## config.mk

```make
export PLATFORM = sky130hd
export DESIGN_NAME = i_fetch_unit
export DESIGN_NICKNAME = d
export VERILOG_FILES = /design/src/rtl/i_fetch_unit.sv
export SDC_FILE = /design/constraint.sdc
export NUM_CORES = 1
export LEC_CHECK = 0
export ABC_CLOCK_PERIOD_IN_PS = 2170
export CAP_MARGIN = 20
export CORE_ASPECT_RATIO = 0.6
export CORE_MARGIN = 5
export CORE_UTILIZATION = 45
export CTS_BUF_LIST = sky130_fd_sc_hd__clkbuf_8
export DETAILED_ROUTE_END_ITERATION = 10
export PLACE_DENSITY = 0.81
export SLEW_MARGIN = 20
export SYNTH_ARGS = -nofsm -noshare
export SYNTH_HDL_FRONTEND = slang
export SYNTH_SLANG_ARGS = --single-unit
```

## constraint.sdc

```tcl
create_clock -name clk -period 2.17 [get_ports clk]
set_input_delay 0.434 -clock clk [delete_from_list [all_inputs] [get_ports clk]]
set_output_delay 0.434 -clock clk [all_outputs]
set_load 0.01 [all_outputs]
```

## src/rtl/i_fetch_unit.sv

```systemverilog
// ---------------------------------------------------------------------------
// i_fetch_unit
//   Instruction fetch stage that sits directly upstream of i_cache_v2.
//   It owns the fetch PC and issues at most one read per cycle to a
//   single-cycle synchronous instruction SRAM. Each returned word is captured
//   together with its PC in a 2-entry skid FIFO and handed to decode over a
//   valid/ready handshake. A redirect flushes both the buffered and the
//   in-flight fetches and restarts fetch at the new (word-aligned) address.
//
// Parameters
//   RESET_PC      PC of the first fetch after reset
//   I_SLICE_SIZE  I-memory size in bytes (must match i_cache_v2 i_slice_size)
//   FIFO_DEPTH    skid FIFO entries (fixed at 2: sized for 1 instr/cycle)
//
// Ports
//   clk             in   core clock
//   rst_n           in   asynchronous active-low reset
//   fetch_en        in   run enable; 0 stops new fetches
//   redirect_valid  in   flush and restart fetch at redirect_pc
//   redirect_pc     in   new fetch address, bits [1:0] ignored
//   ic_enable       out  read strobe to i_cache_v2
//   ic_read         out  constant 1 (fetch never writes)
//   ic_address      out  word-aligned fetch address
//   ic_store        out  constant 0
//   ic_fetch        in   read data, valid the cycle after ic_enable
//   inst_valid      out  head FIFO entry valid toward decode
//   inst_ready      in   decode accepts the head entry
//   inst_data       out  instruction word of the head entry
//   inst_pc         out  PC of the head entry
// ---------------------------------------------------------------------------
module i_fetch_unit #(
  parameter logic [31:0] RESET_PC     = 32'h0000_0000,
  parameter int unsigned I_SLICE_SIZE = 8192,
  parameter int unsigned FIFO_DEPTH   = 2
) (
  input  logic        clk,
  input  logic        rst_n,
  input  logic        fetch_en,
  input  logic        redirect_valid,
  input  logic [31:0] redirect_pc,
  output logic        ic_enable,
  output logic        ic_read,
  output logic [31:0] ic_address,
  output logic [31:0] ic_store,
  input  logic [31:0] ic_fetch,
  output logic        inst_valid,
  input  logic        inst_ready,
  output logic [31:0] inst_data,
  output logic [31:0] inst_pc
);

  // Fetch PC and in-flight request tracking
  logic [31:0] r_pc;
  logic [31:0] r_inflight_pc;
  logic        r_inflight;
  logic        r_kill;

  // Skid FIFO, entry 0 is always the head
  logic [1:0]  r_count;
  logic [31:0] r_fifo_pc   [FIFO_DEPTH];
  logic [31:0] r_fifo_data [FIFO_DEPTH];

  logic [31:0] w_redirect_pc;
  logic [31:0] w_fetch_addr;
  logic [2:0]  w_occupancy;
  logic        w_room;
  logic        w_pop;
  logic        w_push;
  logic        w_issue;

  assign w_redirect_pc = {redirect_pc[31:2], 2'b00};

  // Buffered entries plus the one response that may still be in flight
  assign w_occupancy = {1'b0, r_count} + {2'b00, r_inflight};
  assign w_room      = (w_occupancy < 3'(FIFO_DEPTH));

  // A redirect hides the head so no handshake can happen in that cycle
  assign inst_valid = (r_count != 2'd0) & ~redirect_valid;
  assign w_pop      = inst_valid & inst_ready;

  // rst_n gates the strobe so it drops the moment reset is asserted
  assign w_issue = rst_n & fetch_en & (redirect_valid | w_room | w_pop);

  // Responses landing in a redirect cycle, or marked stale, are discarded
  assign w_push = r_inflight & ~r_kill & ~redirect_valid;

  assign w_fetch_addr = redirect_valid ? w_redirect_pc : r_pc;

  assign ic_enable  = w_issue;
  assign ic_address = w_fetch_addr;
  assign ic_read    = 1'b1;
  assign ic_store   = '0;

  assign inst_data = r_fifo_data[0];
  assign inst_pc   = r_fifo_pc[0];

  // -------------------------------------------------------------------------
  // PC / request control
  // -------------------------------------------------------------------------
  always_ff @(posedge clk or negedge rst_n) begin
    if (!rst_n) begin
      r_pc          <= RESET_PC;
      r_inflight_pc <= RESET_PC;
      r_inflight    <= 1'b0;
      r_kill        <= 1'b0;
    end else begin
      r_inflight <= w_issue;
      if (w_issue) begin
        r_pc          <= w_fetch_addr + 32'd4;
        r_inflight_pc <= w_fetch_addr;
      end else if (redirect_valid) begin
        r_pc <= w_redirect_pc;
      end
      // A request issued in the redirect cycle already belongs to the new
      // stream, so only an older outstanding request is ever marked stale.
      r_kill <= redirect_valid & r_inflight & ~w_issue;
    end
  end

  // -------------------------------------------------------------------------
  // Skid FIFO
  // -------------------------------------------------------------------------
  always_ff @(posedge clk or negedge rst_n) begin
    if (!rst_n) begin
      r_count <= '0;
      for (int unsigned i = 0; i < FIFO_DEPTH; i++) begin
        r_fifo_pc[i]   <= '0;
        r_fifo_data[i] <= '0;
      end
    end else if (redirect_valid) begin
      r_count <= '0;
    end else begin
      case ({w_push, w_pop})
        2'b10: begin
          // Push only happens with count < 2, so bit 0 selects the free slot
          r_fifo_pc[r_count[0]]   <= r_inflight_pc;
          r_fifo_data[r_count[0]] <= ic_fetch;
          r_count                 <= r_count + 2'd1;
        end
        2'b01: begin
          r_fifo_pc[0]   <= r_fifo_pc[1];
          r_fifo_data[0] <= r_fifo_data[1];
          r_count        <= r_count - 2'd1;
        end
        2'b11: begin
          if (r_count == 2'd1) begin
            r_fifo_pc[0]   <= r_inflight_pc;
            r_fifo_data[0] <= ic_fetch;
          end else begin
            r_fifo_pc[0]   <= r_fifo_pc[1];
            r_fifo_data[0] <= r_fifo_data[1];
            r_fifo_pc[1]   <= r_inflight_pc;
            r_fifo_data[1] <= ic_fetch;
          end
        end
        default: begin
        end
      endcase
    end
  end

  // -------------------------------------------------------------------------
  // Design-error checks
  // -------------------------------------------------------------------------
  a_no_overflow: assert property (@(posedge clk) disable iff (!rst_n)
    !(w_push && (r_count >= 2'(FIFO_DEPTH))));

  a_slice_pow2: assert property (@(posedge clk) disable iff (!rst_n)
    (((I_SLICE_SIZE & (I_SLICE_SIZE - 1)) == 0) && (I_SLICE_SIZE >= 8)));

endmodule

```

==> impl_metrics.toml <==
[finish]
drive_above_1_share_pct = 16.3
final_area_um2 = 12800
stdcell_count = 1475
num_antenna_cells = 0
area_delta_synth_final_pct = 26.9
fin_nets = 1250

[power]
ir_drop_mv = 0.665
leakage_nw = 6.48
power_mw = 13.9
p_per_area_nw_per_um2 = 1090

[yosys]
syn_area_um2 = 10100
synth_edf_count = 0
yosys.area.top_type = "dfrtp_1"
synth_ff_type = "dfrtp_1"
yosysTopAreaCellShare_pct = 48.8
async_flop_share_pct = 100
yosysWarnings = 0
synth.area.top_cells = "dfrtp_1 (49%), mux2i_1 (15%), buf_4 (7.7%)"
synth.yosys.seq_area_share_pct = 48.8
avgSynthCellArea_um2 = 10.1
netlist_instances = 995
synth.ff_latch_count = 196
ys_types = 54

[cts]
clkTransAtPathRegs_ns = 0.10
cts_inserted_buffers = 17
worstSkewPairLatency_ns = 0.47
clock_path_buffers = 2
cts_root_buf = "clkbuf_8"
cts_tree = "yes"
h-tree-depth = 4
clock-sinks = 196

[global_route]
antenna_found_initial = 0
grt_max_degree = 117
grt_overflow = 0
track_usage_pct = 18.9
grt_pass1_wl_um = 39000
grt_pass1_vias = 7389

[timing]
rsz0062_at_grt = "yes"
max_freq_mhz = 471
finalClockSkew_ns = 0.0182
worst_pin_slew_ns = 0.624
post-route-min-period_ns = 2.12
relSlewSlack_pct = 58.4
fin_crit_sh_pct = 97.9
setup_viol = 0
finalHoldViolCount = 0
drv_slew = 0
fin_tns_setup_ns = 0
finalWorstSetupSlack_ns = 0.0466

[worst_setup_path]
cp_data_required_time_ns = 1.74
crit_arrival_ns = 1.69
critical_path.top_delay_family = "buffers and inverters"
slowest_delay_ns = 0.54
cp_slowest_cell = "clkdlybuf4s50_1"
cp-end-kind = "primary output"
crit_top_cell = "clkdlybuf4s50_1"
crit_chain = "clkdlybuf4s50_1 -> mux2i_1 -> inv_1 -> clkdlybuf4s50_1"
critPathLaunchType = "input pin"
path_class = "in -> out"
crit_fanout = 2
critPathBufInv = 3

[die]
die_area_um2 = 25500
die_w_um = 203
chipHeight_um = 126
row_count = 42
num_io_pins = 200
start_util_pct = 45.7
core_um2 = 22000

[detailed_routing]
wire_per_inst_um = 16.4
drt_iter0_markers = 316
drtAntennaViolNets = 0
drc_errors = 0
vias = 7181
dr.pass1.iters = 5
viasPerCell = 4.87
wl_um = 24200

[place]
place_area_um2 = 12200
port_buffers = 164
gp_congestion = 0.830
dp.cells = 1437
hpwl_um = 17400
dp_slack_ns = -0.318

[worst_hold_path]
min_path_type = "in -> async"

[status]
outcome = "finished, final reports clean"

[flow_run]
cap_viol_max_count = 0
==> cell usage after synthesis, types with 2 or more instances <==
cell	n
nand4_1	2
mux2_2	3
buf_4	103
clkbuf_1	24
o21ai_0	31
nand4_4	3
nor3_1	7
xnor2_1	30
nand2_1	115
nand3_1	9
dfrtp_1	196
a21oi_1	70
ha_1	3
nand2b_1	3
nor2b_1	5
nor4_2	4
mux2i_1	154
nor2_1	80
a211oi_1	2
buf_2	15
nand3_2	3
nand4b_1	2
conb_1	2
inv_1	94
buf_6	3
a31oi_1	4
==> repair_timing <==
| action | 4_1_cts | 5_1_grt |
|---|---|---|
| setup buffers | 3 | 3 |
| gates cloned | 1 | 1 |
| gates resized for setup | 25 | 18 |
| hold buffers | 0 | 0 |
| setup endpoints to repair | 30 | 13 |
| endpoints found under the hold margin | 0 | 0 |
==> where the power goes <==
part	leakage, nW	total (mW)	switching [mW]	internal [mW]
clock	0.198	2.43	1.30	1.13
sequential	2.35	5.85	0.824	5.02
combinational	3.93	5.63	2.77	2.85
==> final timing paths <==
kind | startpoint | endpoint | slack [ns] | cells after the start
setup / recovery | redirect_pc[18] | ic_address[18] | 0.05 | 4
hold / removal | rst_n | inst_pc[31] | 0.13 | 2
setup reg to reg | r_count[1] | r_pc[19] | 0.22 | 9
hold reg to reg | r_fifo_data[17] | r_fifo_data[17] | 0.52 | 2
max in group asynchronous | rst_n | inst_data[22] | 1.19 | 3
min in group clk | rst_n | r_inflight | 0.42 | 4
==> sequential cells by signal (all words and copies together) (netlist names) <==
register and flops:
r_inflight_pc 32, inst_data 32, r_inflight 1, r_count 2, r_fifo_data 32, r_pc 32
inst_pc 32, r_fifo_pc 32, r_kill 1
==> layout make-up <==
class,instances,area [um2]
timing repair buffer,280,2720
tap,286,358
clock buffer,17,234
inverter,95,357
clock inverter,13,163
multi-input combinational,588,4020
sequential,196,4910
fill,1872,9260
==> logic make-up (layout without fill, tap and decap cells) <==
logic type,Yosys count,after routing,synth area share (%)
buffers and inverters,242,405,13.4
adders and majority gates,3,3,0.373
xor gates and xnor gates,31,31,2.70
other,2,33,0.0747
AOI/OAI and AO/OA,119,119,7.14
and+or+nand+nor,245,245,11.8
DFF,196,196,48.8
muxes,157,157,15.7
==> worst reg2reg max path, stage by stage, from the launching register on <==
cell and delay [ns]:
dfrtp_1 0.41, buf_4 0.15, a21oi_1 0.20, o311ai_4 0.13, inv_2 0.08, buf_4 0.14, buf_4 0.13, nand4_4 0.15
a2111oi_4 0.33, xnor2_1 0.16
==> stage by stage <==
stage / hold WS (ns) / util, %
2_1_floorplan: 0.138 / -
3_3_place_gp: 0.492 / 55.4
3_5_place_dp: 0.503 / 55.4
4_1_cts: 0.137 / 57.5
5_1_grt: 0.150 / 58.0
6_report: 0.134 / 58.0
==> layer usage <==
| metal | GRT usage [%] | routed length, um | vias to the layer above |
|---|---|---|---|
| li1 | - | - | 3465 |
| met1 | 27.9 | 11800 | 3566 |
| met2 | 29.1 | 11000 | 138 |
| met3 | 4.50 | 1230 | 12 |
| met4 | 3.07 | 160 | 0 |
| met5 | 0 | 0 | - |
==> cell usage in the layout, fill, tap and decap left out, types with 6 or more instances in the layout <==
cell type and count:
clkdlybuf4s50_1 143, clkbuf_8 18, buf_12 13, nand2_1 114
xnor2_1 30, buf_4 101, dlygate4sd2_1 10, mux2i_2 6
nor3_1 7, nor2_1 78, nand3_1 9, conb_1 33
o21ai_0 30, a21oi_1 70, mux2i_1 146, dlymetal6s2s_1 8
dfrtp_1 195, inv_1 94
Note: power is estimated with default switching activity, not from simulation.
